<file path="src/rtl/mul_arb_if.sv">
// Requester, response and shared-multiplier signals of the two-port multiply arbiter.
interface mul_arb_if;
  logic        req0_valid;
  logic        req0_ready;
  logic [31:0] req0_a;
  logic [31:0] req0_b;
  logic        req1_valid;
  logic        req1_ready;
  logic [31:0] req1_a;
  logic [31:0] req1_b;
  logic        rsp0_valid;
  logic        rsp0_ready;
  logic [31:0] rsp0_result;
  logic        rsp1_valid;
  logic        rsp1_ready;
  logic [31:0] rsp1_result;
  logic        mul_stall;
  logic [31:0] mul_opA;
  logic [31:0] mul_opB;
  logic [31:0] mul_result;

  // Arbiter side.
  modport slave (
    input  req0_valid, req0_a, req0_b, req1_valid, req1_a, req1_b,
    output req0_ready, req1_ready,
    output rsp0_valid, rsp0_result, rsp1_valid, rsp1_result,
    input  rsp0_ready, rsp1_ready,
    output mul_stall, mul_opA, mul_opB,
    input  mul_result
  );

  // Requesters plus the multiplier itself.
  modport master (
    output req0_valid, req0_a, req0_b, req1_valid, req1_a, req1_b,
    input  req0_ready, req1_ready,
    input  rsp0_valid, rsp0_result, rsp1_valid, rsp1_result,
    output rsp0_ready, rsp1_ready,
    input  mul_stall, mul_opA, mul_opB,
    output mul_result
  );
endinterface

</file>
<file path="src/rtl/mul_arb.sv">
// Round-robin arbiter sharing one 2-stage multiplier between two requesters.
// A 2-entry tag pipe follows the multiplier stages so each product is routed
// back to the requester that issued it.
module mul_arb (
  input  logic     clk,
  input  logic     rst_n,
  input  logic     flush,
  mul_arb_if.slave bus,
  output logic     busy
);

  typedef struct packed {
    logic valid;
    logic id;
  } tag_t;

  tag_t s1;
  tag_t s2;
  logic last_gnt;
  logic gnt_id;
  logic owner_ready;
  logic stall;
  logic issue_ok;
  logic accept;

  // Stall only for a real product in stage 2 whose owner cannot take it.
  always_comb begin
    owner_ready = s2.id ? bus.rsp1_ready : bus.rsp0_ready;
    stall       = rst_n && !flush && s2.valid && !owner_ready;
  end

  // Grant: lone requester wins; on a tie the one not granted last wins.
  always_comb begin
    gnt_id   = (bus.req0_valid && bus.req1_valid) ? !last_gnt : bus.req1_valid;
    issue_ok = rst_n && !flush && !stall;
    accept   = issue_ok && (bus.req0_valid || bus.req1_valid);
  end

  // Drive handshakes, multiplier operands and response routing.
  always_comb begin
    bus.req0_ready  = issue_ok && !gnt_id;
    bus.req1_ready  = issue_ok && gnt_id;
    bus.mul_stall   = stall;
    bus.mul_opA     = '0;
    bus.mul_opB     = '0;
    if (accept) begin
      bus.mul_opA = gnt_id ? bus.req1_a : bus.req0_a;
      bus.mul_opB = gnt_id ? bus.req1_b : bus.req0_b;
    end
    bus.rsp0_valid  = rst_n && !flush && s2.valid && !s2.id;
    bus.rsp1_valid  = rst_n && !flush && s2.valid && s2.id;
    bus.rsp0_result = bus.mul_result;
    bus.rsp1_result = bus.mul_result;
    busy            = s1.valid || s2.valid;
  end

  // Tag pipe advances in lockstep with the multiplier; reset/flush drop all.
  always_ff @(posedge clk) begin
    // NOTE: non-blocking assignments let s2 capture the old s1 in the same edge.
    if (!rst_n || flush) begin
      // NOTE: only the valids need clearing; ids are don't-care while invalid.
      s1.valid <= 1'b0;
      s2.valid <= 1'b0;
    end else if (!stall) begin
      s1 <= '{valid: accept, id: gnt_id};
      s2 <= s1;
    end
  end

  // Round-robin pointer remembers the last accepted requester.
  always_ff @(posedge clk) begin
    if (!rst_n) begin
      last_gnt <= 1'b1;
    end else if (accept) begin
      last_gnt <= gnt_id;
    end
  end

endmodule

</file>
<file path="src/flat_wrapper.sv">
// flat-port wrapper written by rule: the top's interface ports become plain ports
module mul_arb_flat 
  (clk, rst_n, flush, busy, bus_req0_valid, bus_req0_a, bus_req0_b, bus_req1_valid, bus_req1_a, bus_req1_b, bus_req0_ready, bus_req1_ready, bus_rsp0_valid, bus_rsp0_result, bus_rsp1_valid, bus_rsp1_result, bus_rsp0_ready, bus_rsp1_ready, bus_mul_stall, bus_mul_opA, bus_mul_opB, bus_mul_result);
  mul_arb_if bus_i ();
  input  logic clk;
  input  logic rst_n;
  input  logic flush;
  output logic busy;
  input wire logic [$bits(bus_i.req0_valid)-1:0] bus_req0_valid;
  input wire logic [$bits(bus_i.req0_a)-1:0] bus_req0_a;
  input wire logic [$bits(bus_i.req0_b)-1:0] bus_req0_b;
  input wire logic [$bits(bus_i.req1_valid)-1:0] bus_req1_valid;
  input wire logic [$bits(bus_i.req1_a)-1:0] bus_req1_a;
  input wire logic [$bits(bus_i.req1_b)-1:0] bus_req1_b;
  output wire logic [$bits(bus_i.req0_ready)-1:0] bus_req0_ready;
  output wire logic [$bits(bus_i.req1_ready)-1:0] bus_req1_ready;
  output wire logic [$bits(bus_i.rsp0_valid)-1:0] bus_rsp0_valid;
  output wire logic [$bits(bus_i.rsp0_result)-1:0] bus_rsp0_result;
  output wire logic [$bits(bus_i.rsp1_valid)-1:0] bus_rsp1_valid;
  output wire logic [$bits(bus_i.rsp1_result)-1:0] bus_rsp1_result;
  input wire logic [$bits(bus_i.rsp0_ready)-1:0] bus_rsp0_ready;
  input wire logic [$bits(bus_i.rsp1_ready)-1:0] bus_rsp1_ready;
  output wire logic [$bits(bus_i.mul_stall)-1:0] bus_mul_stall;
  output wire logic [$bits(bus_i.mul_opA)-1:0] bus_mul_opA;
  output wire logic [$bits(bus_i.mul_opB)-1:0] bus_mul_opB;
  input wire logic [$bits(bus_i.mul_result)-1:0] bus_mul_result;
  assign bus_i.req0_valid = bus_req0_valid;
  assign bus_i.req0_a = bus_req0_a;
  assign bus_i.req0_b = bus_req0_b;
  assign bus_i.req1_valid = bus_req1_valid;
  assign bus_i.req1_a = bus_req1_a;
  assign bus_i.req1_b = bus_req1_b;
  assign bus_req0_ready = bus_i.req0_ready;
  assign bus_req1_ready = bus_i.req1_ready;
  assign bus_rsp0_valid = bus_i.rsp0_valid;
  assign bus_rsp0_result = bus_i.rsp0_result;
  assign bus_rsp1_valid = bus_i.rsp1_valid;
  assign bus_rsp1_result = bus_i.rsp1_result;
  assign bus_i.rsp0_ready = bus_rsp0_ready;
  assign bus_i.rsp1_ready = bus_rsp1_ready;
  assign bus_mul_stall = bus_i.mul_stall;
  assign bus_mul_opA = bus_i.mul_opA;
  assign bus_mul_opB = bus_i.mul_opB;
  assign bus_i.mul_result = bus_mul_result;
  mul_arb u_core (.clk(clk), .rst_n(rst_n), .flush(flush), .bus(bus_i), .busy(busy));
endmodule
</file>
<file path="config.mk">
export PLATFORM = sky130hd
export DESIGN_NAME = mul_arb_flat
export DESIGN_NICKNAME = d
export VERILOG_FILES = /design/src/rtl/mul_arb_if.sv /design/src/rtl/mul_arb.sv /design/src/flat_wrapper.sv
export SDC_FILE = /design/constraint.sdc
export NUM_CORES = 1
export LEC_CHECK = 0
export BUFFER_PORTS_ARGS = -buffer_cell sky130_fd_sc_hd__buf_4
export CAP_MARGIN = 10
export CORE_AREA = 2 2 118 120
export DETAILED_ROUTE_END_ITERATION = 12
export DIE_AREA = 0 0 120 122
export SLEW_MARGIN = 20
export SYNTH_ARGS = -nofsm -noshare
export SYNTH_HDL_FRONTEND = slang
export SYNTH_SLANG_ARGS = --single-unit
</file>
<file path="constraint.sdc">
create_clock -name clk -period 1.8 [get_ports clk]
set_clock_uncertainty 0.1 [all_clocks]
set_input_delay 0.09 -clock clk [delete_from_list [all_inputs] [get_ports clk]]
set_output_delay 0.09 -clock clk [all_outputs]
set_load 0.1 [all_outputs]
</file>
Word level (Yosys, flattened, before mapping)
Index checks and enable logic that the tools add are counted.
{ "totals": {"rom_bits": 0, "ff_bits": 5, "latchBits": 0, "mem_bits_rw": 0, "output_inout_bits": 134, "n_memories": 0, "wordCells": 34} }
{ "op_classes": {"div": 0, "bitwise_logic": 2, "mul": 0, "shift": 0, "add_sub_neg": 0, "n_reduce_logical": 21, "eq_ne": 0, "mux": 6, "n_lt_le_gt_ge": 0} }
{ "op_table": {"columns": ["op", "count"], "rows": [
  ["two-way mux 32 bit", 4],
  ["logical AND 1 bit", 10],
  ["zero test 1 bit", 7],
  ["logical OR 1 bit", 3],
  ["two-way mux 1 bit", 2],
  ["NOT 1 bit", 2],
  ["AND reduction 2 bit", 1]
]} }

Logic depth before layout (Yosys ltp)
Gate-level depths: netlist of the first run.
{ "depth": {"ltp_word": 8, "depth_mapped": 6, "ltp_nobuf": 4} }

Worst setup path before layout of the first run
OpenSTA, ideal clock, no wires.
{ "synth_timing": {"path_kind": "register to output", "startpoint": "reg u_core.s2[0] (netlist name)", "endpoint": "out bus_mul_opB[22]", "stages_incl_launch_ff": 6, "setup_slack_ns": -0.895, "t_arrival_ns": 2.505, "path_cell_list": "edfxtp_1 -> mux2_4 -> o221ai_2 -> buf_6 -> buf_6 -> a21oi_1"} }
{ "synth_via": {"elab_chain_len": 7} }
{ "synth_rtl": {"columns": ["element", "line_no", "text"], "rows": [
  ["start: declaration", "mul_arb.sv:18", "tag_t s2;"],
  ["two-way mux 1 bit", "mul_arb.sv:28", "owner_ready = s2.id ? bus.rsp1_ready : bus.rsp0_ready;"],
  ["zero test 1 bit", "mul_arb.sv:29", "stall = rst_n && !flush && s2.valid && !owner_ready;"],
  ["logical AND 1 bit", "mul_arb.sv:29", null],
  ["zero test 1 bit", "mul_arb.sv:35", "issue_ok = rst_n && !flush && !stall;"],
  ["logical AND 1 bit", "mul_arb.sv:35", null],
  ["logical AND 1 bit", "mul_arb.sv:36", "accept = issue_ok && (bus.req0_valid || bus.req1_valid);"],
  ["two-way mux 32 bit", "mul_arb.sv:46", "if (accept) begin"],
  ["end: declaration", "flat_wrapper.sv:25", "output wire logic [$bits(bus_i.mul_opB)-1:0] bus_mul_opB;"]
]} }
No other way between the ends.

Worst setup path after layout of the first run
{ "layout_timing": {"startpoint": "reg u_core.s2[0] (netlist name)", "endpoint": "out bus_mul_opA[10]"} }
{ "layout_via": {"elab_chain_len": 7} }
{ "layout_rtl": {"columns": ["element", "line_no", "text"], "rows": [
  ["two-way mux 1 bit", "mul_arb.sv:28", null],
  ["zero test 1 bit", "mul_arb.sv:29", null],
  ["logical AND 1 bit", "mul_arb.sv:29", null],
  ["zero test 1 bit", "mul_arb.sv:35", null],
  ["logical AND 1 bit", "mul_arb.sv:35", null],
  ["logical AND 1 bit", "mul_arb.sv:36", null],
  ["two-way mux 32 bit", "mul_arb.sv:46", null],
  ["end: declaration", "flat_wrapper.sv:24", "output wire logic [$bits(bus_i.mul_opA)-1:0] bus_mul_opA;"]
]} }
No other way between the ends.

==> qor.yml, run 1 <==
timing:
  max_slew_margin: 0.741
  whs_ns: 0.0732
  post-route-min-period_ns: 1.95
  setup_slack_ns: -0.146
  setup_viol: 64
  hold_violations: 0
  max_freq_ghz: 0.514
  tightest_slew_ns: 0.379
  fin_crit_sh: 1.08
  final_max_slew_viol_count: 0
  rsz0062_at_grt: "true"
clock_tree:
  cts_root_buffer: "clkbuf_16"
  cts_sinks: 5
  clk_latency_ns: 0.23
  clockBufferDepth: 2
  cts.clk_slew.worst_paths_ns: 0.03
  cts_buffers: 3
  cts-htree-levels: 1
  cts_tree: "built"
synthesis:
  synth_area_leaders: "nand2_1, buf_4, a21oi_1"
  yosys.area.top_type: "nand2_1"
  synth_seq_cells: 5
  yosys_warnings: 0
  synth_nets: 474
  synthCells: 307
  yosysSeqAreaShare: 0.0705
  syn_area_per_cell_um2: 5.55
  synth.cell_area_mm2: 0.00170
  synth_cell_types: 24
  synthDominantCellAreaShare: 0.289
floorplan:
  initial_core_util: 0.126
  fp.dieW_um: 120
  io_pins: 301
  die_area_mm2: 0.0146
  die_h_um: 122
  core_area_mm2: 0.0135
  placementRows: 43
layout:
  diodes: 0
  drive_gt1_frac: 0.659
  design_area_mm2: 0.00485
  fin_nets: 622
  fin_cells: 634
  mostFrequentLayoutCells: "buf_4, nand2_1, buf_12"
  syn2layout_area_growth_pct: 185
  fillers: 1308
  layout_commonest_cell: "buf_4"
detailed_routing:
  drcViolationCount: 0
  viasPerCell: 4.02
  drt_iter0_drc: 68
  drt_pre_antenna_iters: 4
  wl_per_cell_um: 14.2
  ant_nets: 0
  wirelength_um: 9010
  via_count: 2551
pwr:
  p_per_area_mw_per_mm2: 415
  total_power_mw: 2.01
  vdd.ir_drop.worst_mv: 0.495
  p_leak_nw: 2.01
grt:
  grt_max_degree: 37
  grt_usage: 0.114
  grtUsageMet2: 0.239
  grtUsageMet1: 0.105
  antenna_found_initial: 0
  use_met3: 0.0346
  grt.overflow.total: 0
  top_usage_layer: "met2"
  grt_pass1_vias: 2794
  grt_pass1_wl_um: 13500
placement:
  dp_hpwl_um: 7230
  dp_cells: 626
  place.port_buffers: 204
  placed_area_mm2: 0.00391
  gp_congestion: 0.719
worst_setup_path:
  cp-end-kind: "primary output"
  critPathKind: "flop to primary output"
  crit_path_start_kind: "flop"
  crit_required_ns: 1.61
  path_max_fanout: 9
  cp.arrival_ns: 1.76
run_status:
  violations: "negative setup slack"
  status: "complete, but fails checks"
worst_hold_path:
  hp-class: "primary input to flop"
flow_run:
  maxCapViolCount: 0
==> worst max-delay path, cell delays in order, from the launching register on <==
cell      delay (ns)
edfxtp_1        0.40
mux2_4          0.34
o221ai_4        0.21
buf_12          0.21
buf_4           0.16
a21oi_4         0.04
buf_8           0.17
==> logic make-up after synthesis <==
| logic type | synth area share |
|---|---|
| AND/OR/NAND/NOR | 0.318 |
| buffers and inverters | 0.375 |
| AO/OA/AOI/OAI | 0.222 |
| flip-flops | 0.0705 |
| multiplexers | 0.0147 |
==> power by group <==
part	total, mW	switching (mW)	internal [mW]
Clock	0.371	0.0774	0.294
Sequential	0.129	0.00381	0.125
Combinational	1.51	0.895	0.616
==> path summary, 6_finish.rpt <==
| path | slack [ns] | endpoint | cells after the start | startpoint |
|---|---|---|---|---|
| setup / recovery | -0.15 | bus_mul_opA[10] | 6 | u_core.s2[0] |
| hold / removal | 0.07 | u_core.last_gnt | 3 | flush |
| setup reg to reg | 0.26 | u_core.s1[1] | 5 | u_core.s2[0] |
| hold reg to reg | 0.34 | u_core.s2[0] | 0 | u_core.s1[0] |
==> routing by layer <==
metal | vias up | part of all wire
li1 | 1215 | -
met1 | 1148 | 0.29
met2 | 175 | 0.59
met3 | 13 | 0.11
met4 | 0 | 0.015
met5 | - | 0
==> synthesized netlist by cell type <==
master,n
nand2_1,131
mux2_4,1
or2_2,1
nor2b_1,1
inv_1,3
o21ai_0,2
mux2i_1,1
and2b_1,1
nor2_1,3
and3_1,2
nand4_1,1
clkbuf_1,2
buf_4,65
dfxtp_1,3
a21oi_1,64
buf_2,12
buf_6,6
a21bo_2,1
inv_2,1
edfxtp_1,2
a21o_1,1
a2111oi_0,1
o221ai_2,1
a31oi_1,1
==> what timing repair did <==
| action | CTS | global route |
|---|---|---|
| buffers inserted | 2 | 0 |
| hold buffers | 1 | 0 |
| gates cloned | 1 | 0 |
| endpoints found under the setup margin | 66 | 66 |
| hold endpoints to repair | 1 | 0 |
| gates resized for setup | 193 | 1 |
==> through the flow <==
stage	utilization	setup slack (ns)	setup TNS (ns)
4_1_cts	0.359	-0.181	-9.44
2_1_floorplan	-	-0.429	-2.98
3_5_place_dp	0.290	0.0165	0
5_1_grt	0.359	-0.207	-11.77
6_report	0.359	-0.146	-7.97
3_3_place_gp	0.290	0.0478	0
==> sequential cells by signal, summed over array words and instances, names as in the netlist <==
register / flops
u_core.s1: 2
u_core.s2: 2
u_core.last_gnt: 1
==> layout make-up <==
cell class / instances / area (um^2) / share of cell area
clock buffers: 4 / 78.8 / 0.0163
inverters: 4 / 15.0 / 0.00310
multi-input cells: 213 / 1680 / 0.346
flip-flops and latches: 5 / 120 / 0.0248
well taps: 180 / 225 / 0.0465
repair buffers: 228 / 2730 / 0.564
Note: power is estimated with default switching activity, not from simulation.
==> run 2, diff against run 1 <==
--- a/config.mk
+++ b/config.mk
@@ -5,9 +5,10 @@
 export SDC_FILE = /design/constraint.sdc
 export NUM_CORES = 1
 export LEC_CHECK = 0
-export BUFFER_PORTS_ARGS = -buffer_cell sky130_fd_sc_hd__buf_4
+export BUFFER_PORTS_ARGS = -buffer_cell sky130_fd_sc_hd__buf_2
 export CAP_MARGIN = 10
 export CORE_AREA = 2 2 118 120
+export CTS_CLUSTER_SIZE = 30
 export DETAILED_ROUTE_END_ITERATION = 12
 export DIE_AREA = 0 0 120 122
 export SLEW_MARGIN = 20
==> run 2 against run 1 <==
  * The run still ends with negative setup slack left
  * Hold slack got worse by 0.063 ns
  * Clock power barely moved
  * Sequential share of layout area rose by 0.17 points
  * Global-route usage fell by 0.41 points
  * Wire length fell by 2.6%
  * Via count rose by 0.39%
  * Clock-buffer cell count did not move
  * Critical path depth did not move
  * Cell count rose by 1.1%
  * Largest power group unchanged
  * Highest routed layer unchanged
==> qor.yml, run 2 (synthesis results as in run 1) <==
floorplan:
  io_pins: 301  # unchanged
  placementRows: 43  # unchanged
  initial_core_util: 0.126  # unchanged
  die_h_um: 122  # unchanged
  core_area_mm2: 0.0135  # unchanged
  fp.dieW_um: 120  # unchanged
  die_area_mm2: 0.0146  # unchanged
timing:
  setup_slack_ns: -0.127  # +0.0189 ns
  max_slew_margin: 0.676  # -0.0647
  post-route-min-period_ns: 1.93  # -0.0189 ns
  fin_crit_sh: 1.07  # -0.0105
  hold_violations: 0  # unchanged
  rsz0062_at_grt: "true"
  whs_ns: 0.0102  # -0.0630 ns
  final_max_slew_viol_count: 0  # unchanged
  setup_viol: 64  # unchanged
  tightest_slew_ns: 0.489  # +0.110 ns
  max_freq_ghz: 0.519  # +0.98%
layout:
  drive_gt1_frac: 0.670  # +0.0117
  mostFrequentLayoutCells: "buf_2, nand2_1, buf_12"
  layout_commonest_cell: "buf_2"
  syn2layout_area_growth_pct: 166
  fillers: 1383  # +5.7%
  diodes: 0  # unchanged
  largestRegisters: "u_core.s1 (2), u_core.s2 (2), u_core.last_gnt (1)"
  fin_cells: 641  # +1.1%
  fin_nets: 629  # +1.1%
clock_tree:
  cts_tree: "built"
  clockBufferDepth: 2  # unchanged
  cts-htree-levels: 1  # unchanged
  cts_hold_buf: 0  # -1
  cts.clk_slew.worst_paths_ns: 0.03  # about the same
  cts_sinks: 5  # unchanged
  cts_root_buffer: "clkbuf_16"
  clk_latency_ns: 0.23  # about the same
  cts_buffers: 3  # unchanged
detailed_routing:
  ant_nets: 0  # unchanged
  drt_pre_antenna_iters: 4  # unchanged
  drcViolationCount: 0  # unchanged
  viasPerCell: 4.00  # -0.70%
  drt_iter0_drc: 64  # -5.9%
  wirelength_um: 8780  # -2.6%
  wl_per_cell_um: 13.7  # -3.7%
  via_count: 2561  # +0.39%
grt:
  grt_pass1_vias: 2664  # -4.7%
  antenna_found_initial: 0  # unchanged
  grt.overflow.total: 0  # unchanged
  grt_pass1_wl_um: 13000  # -3.2%
  grt_max_degree: 40  # +8.1%
  grt_usage: 0.110  # -0.00406
worst_setup_path:
  cp-end-kind: "primary output"
  crit_path_start_kind: "flop"
  critPathKind: "flop to primary output"
  cp.arrival_ns: 1.74  # -0.02 ns
  crit_required_ns: 1.61  # about the same
  cp_slowest_stage_delay_ns: 0.39  # about the same
  crit_slowest_cell: "edfxtp_1"
  crit_chain: "mux2_4 -> o221ai_4 -> buf_12 -> buf_12 -> a21oi_4 -> buf_12"
  path_max_fanout: 8  # -1
  cpMostUsedCell: "buf_12"
run_status:
  status: "complete, but fails checks"
  violations: "negative setup slack"
worst_hold_path:
  hp-class: "primary input to flop"
placement:
  dp_cells: 635  # +1.4%
  dp_hpwl_um: 6740  # -6.8%
  place.port_buffers: 204  # unchanged
  gp_congestion: 0.766  # +6.5%
pwr:
  total_power_mw: 1.93  # -3.9%
  p_leak_nw: 1.91  # -4.8%
  vdd.ir_drop.worst_mv: 0.456  # -7.8%
  p_per_area_mw_per_mm2: 426  # +2.7%
flow_run:
  maxCapViolCount: 0  # unchanged
==> run 2: changes by cell type in the layout (fill, tap and decap cells not counted), sizes merged <==
cell	change
buf	+8
dlygate4sd3	-1
==> run 2: worst paths after layout <==
path	slack, ns	startpoint	to	cells past startpoint
setup reg to reg	0.20	u_core.s2[0]	u_core.s1[1]	6
setup / recovery	-0.13	u_core.s2[0]	bus_mul_opB[8]	6
hold / removal	0.01	rst_n	u_core.last_gnt	2
hold reg to reg	0.33	u_core.s1[0]	u_core.s2[0]	0
==> run 2: timing repair <==
action	4_1_cts	5_1_grt
setup buffers	1	1
gates resized for setup	254	3
endpoints found under the setup margin	66	66
==> run 2: per-layer routing <==
layer,vias up,track usage,routed length (um)
li1,1226,-,-
met1,1156,0.103,2800
met2,175,0.238,5060
met3,4,0.0323,886
met4,0,0.00882,36
met5,-,0,0
==> run 2: cell type report <==
cell class              count  area (um^2)  share of cell area
well taps                 180          225              0.0496
multi-input cells         213         1680               0.371
flip-flops and latches      5          120              0.0265
clock buffers               4         78.8              0.0174
repair buffers            235         2420               0.532
inverters                   4         15.0             0.00331
==> run 2: stage by stage <==
step                area [um^2]  setup slack [ns]   util  setup TNS [ns]
finish                     4540            -0.127  0.336           -6.79
global route               4540            -0.185  0.336          -10.07
CTS                        4520            -0.147  0.335           -7.98
detailed placement         3490           -0.0241  0.258          -0.330
global placement           3490           -0.0142  0.258         -0.0535
floorplan                  2460            -0.429      -           -2.98
==> run 2: worst max-delay path, delay by kind of cell (launching register included) <==
family,cells,cell delay [ns]
buf+inv,3,0.50
flops,1,0.39
mux,1,0.33
compound gates,2,0.26
==> run 2: where the power goes <==
| part | switching (mW) | internal, mW |
|---|---|---|
| clock | 0.0753 | 0.294 |
| sequential | 0.00324 | 0.125 |
| combinational | 0.898 | 0.538 |
